**src/rtl/keyed_multi_pwm.sv**
```systemverilog
// keyed_multi_pwm: multi-channel PWM whose double-buffered duties are edited by single-cycle key pulses
module keyed_multi_pwm #(
    parameter int CLK_DIV  = 195,
    parameter int WIDTH    = 8,
    parameter int CHANNELS = 4,
    parameter int STEP     = 10,
    localparam int CH_W    = (CHANNELS > 1) ? $clog2(CHANNELS) : 1
) (
    input  logic                CLK,
    input  logic                RSTn,
    input  logic [4:0]          key_pulse,
    output logic [CHANNELS-1:0] pwm_out,
    output logic [CH_W-1:0]     sel_ch,
    output logic [WIDTH-1:0]    sel_duty,
    output logic                period_start
);
    localparam logic [WIDTH-1:0] MAX    = '1;
    localparam logic [WIDTH-1:0] HALF   = {1'b0, {(WIDTH-1){1'b1}}};
    localparam logic [WIDTH:0]   STEP_W = (WIDTH+1)'(STEP);
    logic [15:0]      pre;
    logic [WIDTH-1:0] seg;
    logic [WIDTH-1:0] shadow [CHANNELS];
    logic [WIDTH-1:0] active [CHANNELS];
    logic             tick, wrap, edit_en;
    logic [WIDTH:0]   sum_step;
    logic [WIDTH-1:0] edit_val;
    assign tick     = pre == 16'(CLK_DIV);
    assign wrap     = tick && (&seg);
    assign sel_duty = shadow[sel_ch];
    assign edit_en  = |key_pulse[3:0];
    assign sum_step = {1'b0, sel_duty} + STEP_W;
    // Priority [0] > [1] > [2] > [3]; additions saturate rather than wrap.
    always_comb begin
        edit_val = key_pulse[0] ? ((sum_step > {1'b0, MAX}) ? MAX : sum_step[WIDTH-1:0]) :
                   key_pulse[1] ? (({1'b0, sel_duty} > STEP_W) ? sel_duty - STEP_W[WIDTH-1:0] : '0) :
                   key_pulse[2] ? ((sel_duty == MAX) ? MAX : sel_duty + 1'b1) :
                   HALF;
    end
    always_ff @(posedge CLK or negedge RSTn) begin
        if (!RSTn) begin
            pre          <= '0;
            seg          <= '0;
            sel_ch       <= '0;
            period_start <= 1'b0;
            pwm_out      <= '0;
            for (int i = 0; i < CHANNELS; i++) begin
                shadow[i] <= '0;
                active[i] <= '0;
            end
        end else begin
            pre          <= tick ? '0 : pre + 16'd1;
            seg          <= tick ? seg + 1'b1 : seg;
            period_start <= wrap;
            if (key_pulse[4])
                sel_ch <= (sel_ch == CH_W'(CHANNELS-1)) ? '0 : sel_ch + 1'b1;
            // Active copies the pre-edit shadow; an edit on the boundary shows next period.
            for (int i = 0; i < CHANNELS; i++) begin
                pwm_out[i] <= seg < active[i];
                if (wrap)
                    active[i] <= shadow[i];
                if (edit_en && sel_ch == CH_W'(i))
                    shadow[i] <= edit_val;
            end
        end
    end
endmodule

```
**config.mk**
```make
export PLATFORM = sky130hd
export DESIGN_NAME = keyed_multi_pwm
export DESIGN_NICKNAME = d
export VERILOG_FILES = /design/src/rtl/keyed_multi_pwm.sv
export SDC_FILE = /design/constraint.sdc
export NUM_CORES = 1
export LEC_CHECK = 0
export CELL_PAD_IN_SITES_DETAIL_PLACEMENT = 1
export CELL_PAD_IN_SITES_GLOBAL_PLACEMENT = 2
export CORE_MARGIN = 10
export CORE_UTILIZATION = 41
export DETAILED_ROUTE_END_ITERATION = 8
export GPL_ROUTABILITY_DRIVEN = 1
export MAX_ROUTING_LAYER = met4
export PLACE_DENSITY = 0.78
export SETUP_SLACK_MARGIN = 0.2
export SYNTH_ARGS = -nofsm -noshare
export SYNTH_HDL_FRONTEND = slang
export SYNTH_SLANG_ARGS = --single-unit
```
**constraint.sdc**
```tcl
create_clock -name CLK -period 3.6 [get_ports CLK]
set_clock_uncertainty 0.05 [all_clocks]
set_input_delay 1.08 -clock CLK [delete_from_list [all_inputs] [get_ports CLK]]
set_output_delay 1.08 -clock CLK [all_outputs]
set_load 0.01 [all_outputs]
```
==> impl_metrics.yaml, run 1 <==
synthesis:
  seq_area_frac_synth_pct: 45.3
  synth_nets: 542
  syn_area_per_cell_um2: 10.6
  synth_warnings: 0
  synth_ff_type: "dfrtp_1"
  yosysTopAreaCell: "dfrtp_1"
  synthTopCellsByCount: "dfrtp_1 (95), nand2_1 (61), ha_1 (40)"
  synth-edff-count: 0
  ys_ff_latch: 95
  synth.area.top_cells: "dfrtp_1 (45%), ha_1 (9.5%), mux2_2 (8.2%)"
  synthArstFlopShare_pct: 100
  synthDistinctLibCells: 47
  synth.top_cell.area_share_pct: 45.3
  syn_area_um2: 5250
  synth.most_common_cell: "dfrtp_1"
  syn_inst: 495
clocking:
  clock_sinks: 95
  cts_tree: "built"
  htree_num_levels: 3
  path_clk_slew_ns: 0.07
  ctsHoldBuffers: 0
  insertion_delay_ns: 0.35
  cts_buffer_depth: 2
  cts.root.buffer_cell: "clkbuf_16"
  numCtsBuffers: 9
cells_and_area:
  num_antenna_cells: 0
  area_growth_pct: 15.9
  post-route-util_pct: 48.4
  stdcell_area_um2: 6080
  drive_above_1_share_pct: 17.6
  nets: 578
  fill_cells: 1377
min_path:
  hold_path.class: "reg -> reg"
  hp-start: "pre[15]"
critical_path:
  r2r_slack_ns: 0.43
  crit_fanout: 10
  path_cells: "buf_12, mux4_2, clkdlybuf4s50_1"
  crit_start: "sel_ch[0]"
  arrival_ns: 2.16
  worstPathRequired_ns: 2.47
  critPathMaxStageDelay_ns: 0.62
  worstSetupStartpointType: "flip-flop"
  cp.buffers_inverters: 2
  r2r-start: "sel_ch[0]"
  crit_slowest_cell: "mux4_2"
  path_class: "reg -> out"
  cp_top_family: "buffers and inverters"
  cp-end-kind: "output port"
placed_design:
  place_hpwl_um: 9470
  place_worst_setup_slack_ns: 0.354
  io_buffers: 21
  gp_congestion: 0.875
  dpl_cell_area_um2: 5680
power:
  p_per_area_nw_per_um2: 777
  p_leak_nw: 2.78
  irDropWorstVdd_mv: 0.650
floorplan:
  die_height_um: 133
  fp.coreArea_um2: 12600
  row_count: 41
  die_area_um2: 17700
  die_w_um: 133
  start_util_pct: 41.8
  io_pins: 22
route:
  vias_per_cell: 5.25
  num_vias: 3709
  drt_pre_antenna_iters: 4
  ant_nets: 0
  drc: 0
  routed_wl_um: 12500
  wire_per_inst_um: 17.7
  drtIter0Drc: 170
timing:
  timing.final.ws_setup_ns: 0.312
  period_minus_slack_ns: 3.29
  relSlewSlack_pct: 61.8
  hold_viol: 0
  setup_viol: 0
  worst_slew_pin_slew_ns: 0.570
  drv_slew: 0
  fin_crit_sh_pct: 91.3
  rsz0062_at_grt: "false"
  tns_ns: 0
  fmax_mhz: 304
global_route:
  grt_max_degree: 40
  grt_pass1_vias: 4042
  overflow: 0
  grt_pass1_wl_um: 21300
  grt_use_total_pct: 15.3
  grt_antenna_before_repair: 0
status:
  outcome: "complete, no violations"
flow_run:
  maxCapViolations: 0
layout make-up:
type | instances | area (um2) | share of cell area (%)
well taps | 172 | 215 | 3.54
repair buffers | 44 | 405 | 6.67
flip-flops and latches | 95 | 2380 | 39.1
clock inverters | 5 | 81.3 | 1.34
inverters | 40 | 150 | 2.47
multi-input cells | 341 | 2610 | 43.0
clock buffers | 10 | 239 | 3.93
flip-flops by register name, indices dropped and copies added (netlist names):
name / cells
active: 32
period_start: 1
pre: 16
pwm_out: 4
seg: 8
sel_ch: 2
shadow: 32
path summary, 6_finish.rpt:
| check | to | cells after the start |
|---|---|---|
| setup reg to reg | shadow[28] | 10 |
| hold / removal | pre[15] | 1 |
| max in group asynchronous | sel_ch[0] | 2 |
| min in group asynchronous | pre[8] | 1 |
| setup / recovery | sel_duty[7] | 3 |
| hold reg to reg | pre[15] | 1 |
metal layers:
metal  global-route usage, %  vias to the layer above  wire (um)
li1                        -                     1778          -
met4                    6.35                        0        301
met1                    19.7                     1855       6070
met3                    1.65                       22        225
met2                    24.2                       54       5920
met5                       -                        -          0
per-stage QoR:
stage	total power, mW	instances	hold WS, ns
after floorplan	2.86	495	0.393
after global placement	3.50	681	0.410
after detailed placement	3.54	681	0.438
after CTS	4.60	696	0.448
after global routing	5.05	707	0.462
final	4.72	707	0.439
layout by cell type (no fill, tap or decap), drive strengths merged, types with 8 or more instances in the layout:
cell type and instances:
nor2 23, xor2 14, nand2 61, dfrtp 95
mux2 39, clkbuf 10, a21oi 19, xnor2 17
inv 40, o21ai 42, nand4 8, buf 24
a21o 16, ha 40, nand3 8, clkdlybuf4s50 20
mux4 8
timing repair:
| item | in CTS | in global routing |
|---|---|---|
| resized for setup | 1 | 0 |
| endpoints found under the setup margin | 5 | 4 |
| setup buffers | 0 | 11 |
kinds of logic after synthesis:
kind of cell | count (synthesis) | share of synthesized area [%]
AO/OA/AOI/OAI | 93 | 11.4
flip-flops | 95 | 45.3
buffers and inverters | 59 | 4.93
AND/OR/NAND/NOR | 127 | 11.3
multiplexers | 50 | 12.4
XOR/XNOR | 31 | 5.17
adder cells (fa/ha/maj) | 40 | 9.54
power by group:
part | switching, mW | total (mW) | internal, mW
Combinational | 1.23 | 2.20 | 0.969
Sequential | 0.232 | 1.49 | 1.26
Clock | 0.408 | 1.03 | 0.625
Total | 1.87 | 4.72 | 2.85
(Power assumes the default switching activity.)
==> inputs of run 2 (changes only) <==
CTS_BUF_LIST = sky130_fd_sc_hd__clkbuf_16   (was not set)
==> impl_metrics.yaml, run 2 (synthesis results as in run 1) <==
floorplan:
  io_pins: 22
  fp.coreArea_um2: 12600
  die_height_um: 133
  row_count: 41
  die_w_um: 133
  start_util_pct: 41.8
  die_area_um2: 17700
route:
  routed_wl_um: 12500
  drt_pre_antenna_iters: 4
  ant_nets: 0
  vias_per_cell: 5.22
  wire_per_inst_um: 17.7
  drc: 0
  num_vias: 3693
  drtIter0Drc: 181
flow_run:
  maxCapViolations: 0
power:
  total_power_mw: 4.70
  irDropWorstVdd_mv: 0.648
  p_per_area_nw_per_um2: 775
  pwr-share-clk_pct: 21.5
  seq_power_share_pct: 31.6
  combPwrFrac_pct: 46.9
  sw_frac_of_total_pct: 39.9
  p_sw_mw: 1.88
  p_leak_nw: 2.78
  internal_power_mw: 2.83
placed_design:
  place_worst_setup_slack_ns: 0.354
  io_buffers: 21
  place_inst: 681
  gp_congestion: 0.875
  dpl_cell_area_um2: 5680
  place_hpwl_um: 9470
global_route:
  grt_use_total_pct: 15.4
  grt_antenna_before_repair: 0
  grt_pass1_vias: 4052
  grt_max_degree: 40
  overflow: 0
  grt_pass1_wl_um: 21400
cells_and_area:
  layout_common_cells: "dfrtp_1 (94), nand2_1 (61), ha_1 (40), inv_1 (38), mux2_2 (38)"
  layout_commonest_cell: "dfrtp_1"
  nets: 578
  drive_above_1_share_pct: 17.4
  num_antenna_cells: 0
  top_regs: "active: 32 flops, shadow: 32 flops, pre: 16 flops"
  post-route-util_pct: 48.3
  final_cells: 707
  stdcell_area_um2: 6070
  area_growth_pct: 15.7
critical_path:
  arrival_ns: 2.16
  cp_top_family: "buffers and inverters"
  crit_slowest_cell: "mux4_2"
  worstSetupStartpointType: "flip-flop"
  worstPathRequired_ns: 2.47
  critPathMaxStageDelay_ns: 0.62
  path_class: "reg -> out"
  crit_fanout: 10
  cp.buffers_inverters: 2
  cp-end-kind: "output port"
  r2r_slack_ns: 0.43
  path_cells: "buf_12, mux4_2, clkdlybuf4s50_1"
clocking:
  cts.root.buffer_cell: "clkbuf_16"
  numCtsBuffers: 9
  ctsHoldBuffers: 0
  cts_buffer_depth: 2
  clock_sinks: 95
  path_clk_slew_ns: 0.07
  cts_tree: "built"
  insertion_delay_ns: 0.34
  htree_num_levels: 3
timing:
  rsz0062_at_grt: "false"
  period_minus_slack_ns: 3.29
  relSlewSlack_pct: 61.7
  tns_ns: 0
  hold_viol: 0
  fin_crit_sh_pct: 91.3
  worst_slew_pin_slew_ns: 0.572
  fin_hold_ws_ns: 0.439
  timing.final.ws_setup_ns: 0.315
  setup_viol: 0
  fmax_mhz: 304
  drv_slew: 0
status:
  outcome: "complete, no violations"
min_path:
  hold_path.class: "reg -> reg"
## run 2: cell count changes in the layout (fill, tap and decap cells not counted)
cell      delta
clkbuf_8     -1
clkinv_1     +1
## run 2: metal layers
layer  part of all wire (%)  up-vias  global-route usage [%]
li1                       -     1779                       -
met1                     49     1849                    19.7
met2                     48       46                    24.3
met3                    1.5       19                    1.65
met4                    2.3        0                    6.35
met5                      0        -                       -
## run 2: worst paths after layout
path,endpoint,depth (start not counted),startpoint
max,sel_duty[7],3,sel_ch[0]
min,pre[15],1,pre[15]
max reg2reg,shadow[28],10,sel_ch[0]
min reg2reg,pre[15],1,pre[15]
max in group asynchronous,sel_ch[0],2,RSTn
min in group asynchronous,pre[8],1,RSTn
## run 2: timing repair
action	4_1_cts	5_1_grt
buffers inserted	0	11
setup endpoints to repair	5	4
gates resized for setup	1	0
## run 2: cell type report
| cell class | count | area (um2) |
|---|---|---|
| flip-flops and latches | 95 | 2380 |
| clock inverters | 6 | 85.1 |
| clock buffers | 9 | 225 |
| inverters | 40 | 150 |
| fillers | 1379 | 6500 |
| multi-input cells | 341 | 2610 |
| repair buffers | 44 | 405 |
| well taps | 172 | 215 |
## run 2: power by group through the flow
stage          Clock [mW]  Sequential (mW)  Combinational (mW)
3_3_place_gp            0             1.49                2.01
4_1_cts              1.03             1.49                2.06
6_report             1.01             1.49                2.21
5_1_grt              1.09             1.52                2.42
3_5_place_dp            0             1.50                2.04
2_1_floorplan           0             1.37                1.50
==> inputs of run 3 (changes only) <==
TNS_END_PERCENT = 5   (was not set)
==> impl_metrics.yaml, run 3 (synthesis results as in run 1) <==
critical_path:
  crit_slowest_cell: "mux4_2"
  worstSetupStartpointType: "flip-flop"
  r2r_slack_ns: 0.43
  path_cells: "buf_12, mux4_2, clkdlybuf4s50_1"
  crit_path_end: "sel_duty[5]"
  reg2reg_depth: 8
  critPathMaxStageDelay_ns: 0.67
  arrival_ns: 2.22
  cp-end-kind: "output port"
  crit_start: "sel_ch[0]"
  worstReg2RegEnd: "shadow[1]"
  r2r-start: "sel_ch[0]"
  worstPathRequired_ns: 2.47
  crit_fanout: 11
  path_class: "reg -> out"
placed_design:
  io_buffers: 21
  place_worst_setup_slack_ns: 0.354
  gp_congestion: 0.875
  place_inst: 681
  place_hpwl_um: 9470
timing:
  fin_crit_sh_pct: 93.1
  worst_slew_pin_slew_ns: 0.573
  relSlewSlack_pct: 61.6
  timing.final.ws_setup_ns: 0.248
  period_minus_slack_ns: 3.35
  tns_ns: 0
  drv_slew: 0
  fmax_mhz: 298
  rsz0062_at_grt: "true"
  setup_viol: 0
  hold_viol: 0
floorplan:
  fp.coreArea_um2: 12600
  die_height_um: 133
  die_area_um2: 17700
  io_pins: 22
  row_count: 41
  die_w_um: 133
  start_util_pct: 41.8
clocking:
  cts_buffer_depth: 2
  path_clk_slew_ns: 0.07
  clock_sinks: 95
  numCtsBuffers: 9
  cts.root.buffer_cell: "clkbuf_16"
  ctsHoldBuffers: 0
  cts_tree: "built"
  insertion_delay_ns: 0.34
  htree_num_levels: 3
power:
  p_per_area_nw_per_um2: 760
  irDropWorstVdd_mv: 0.635
  p_leak_nw: 2.73
  sw_frac_of_total_pct: 40.3
  internal_power_mw: 2.73
  seq_power_share_pct: 32.6
  pwr-share-clk_pct: 22.1
  p_sw_mw: 1.84
  total_power_mw: 4.56
  combPwrFrac_pct: 45.4
cells_and_area:
  layout_common_cells: "dfrtp_1 (94), nand2_1 (61), ha_1 (40), inv_1 (38), mux2_2 (38)"
  fill_cells: 1381
  area_growth_pct: 14.4
  layout_commonest_cell: "dfrtp_1"
  drive_above_1_share_pct: 16.0
  top_regs: "active: 32 flops, shadow: 32 flops, pre: 16 flops"
  final_cells: 698
  num_antenna_cells: 0
  nets: 569
route:
  ant_nets: 0
  drt_pre_antenna_iters: 4
  wire_per_inst_um: 17.8
  vias_per_cell: 5.27
  drtIter0Drc: 177
  routed_wl_um: 12400
  drc: 0
  num_vias: 3675
min_path:
  hold_path.class: "reg -> reg"
status:
  outcome: "complete, no violations"
global_route:
  grt_pass1_wl_um: 21400
  overflow: 0
  grt_max_degree: 40
  grt_use_total_pct: 15.4
  grt_pass1_vias: 4052
  grt_antenna_before_repair: 0
flow_run:
  maxCapViolations: 0
==> run 3: power groups by stage <==
| stage | combinational (mW) | clock [mW] | sequential [mW] |
|---|---|---|---|
| after CTS | 2.06 | 1.03 | 1.49 |
| after global placement | 2.01 | 0 | 1.49 |
| after detailed placement | 2.04 | 0 | 1.50 |
| final | 2.07 | 1.01 | 1.49 |
| after global routing | 2.29 | 1.09 | 1.52 |
| after floorplan | 1.50 | 0 | 1.37 |
==> run 3: worst max-delay path, delay by kind of cell, from the launching register on <==
family   cells  cell delay (ns)
buf+inv      2             0.72
flops        1             0.49
mux          1             0.67
==> run 3: metal layers <==
metal | vias to the layer above | wire, um | track usage [%]
met5 | - | 0 | -
met4 | 0 | 274 | 6.35
met3 | 19 | 168 | 1.65
met2 | 45 | 5920 | 24.3
met1 | 1846 | 6060 | 19.7
li1 | 1765 | - | -
==> run 3: final cells by class <==
class                   count  area (um2)  area share, %
clock inverters             6        85.1           1.42
clock buffers               9         225           3.75
flip-flops and latches     95        2380           39.6
well taps                 172         215           3.58
inverters                  40         150           2.50
repair buffers             35         338           5.63
multi-input cells         341        2610           43.5
==> run 3: worst min-delay path by stage <==
stage / start / end / slack, ns / depth (start not counted)
3_5_place_dp: pre[10] / pre[10] / 0.44 / 1
2_1_floorplan: pre[15] / pre[15] / 0.39 / 1
3_3_place_gp: pre[15] / pre[15] / 0.41 / 1
5_1_grt: pre[15] / pre[15] / 0.46 / 1
4_1_cts: pre[10] / pre[10] / 0.45 / 1
6_report: pre[15] / pre[15] / 0.44 / 1
==> run 3: repair_timing <==
action | 4_1_cts | 5_1_grt
endpoints found under the setup margin | 5 | 4
gates resized for setup | 1 | 0
setup buffers | 0 | 2
==> run 3: stage by stage <==
step	cell area [um2]	hold WS (ns)	utilization, %
floorplan	5250	0.393	-
global placement	5680	0.410	45.2
detailed placement	5680	0.438	45.2
CTS	5990	0.448	47.7
global route	6000	0.462	47.8
finish	6000	0.440	47.8
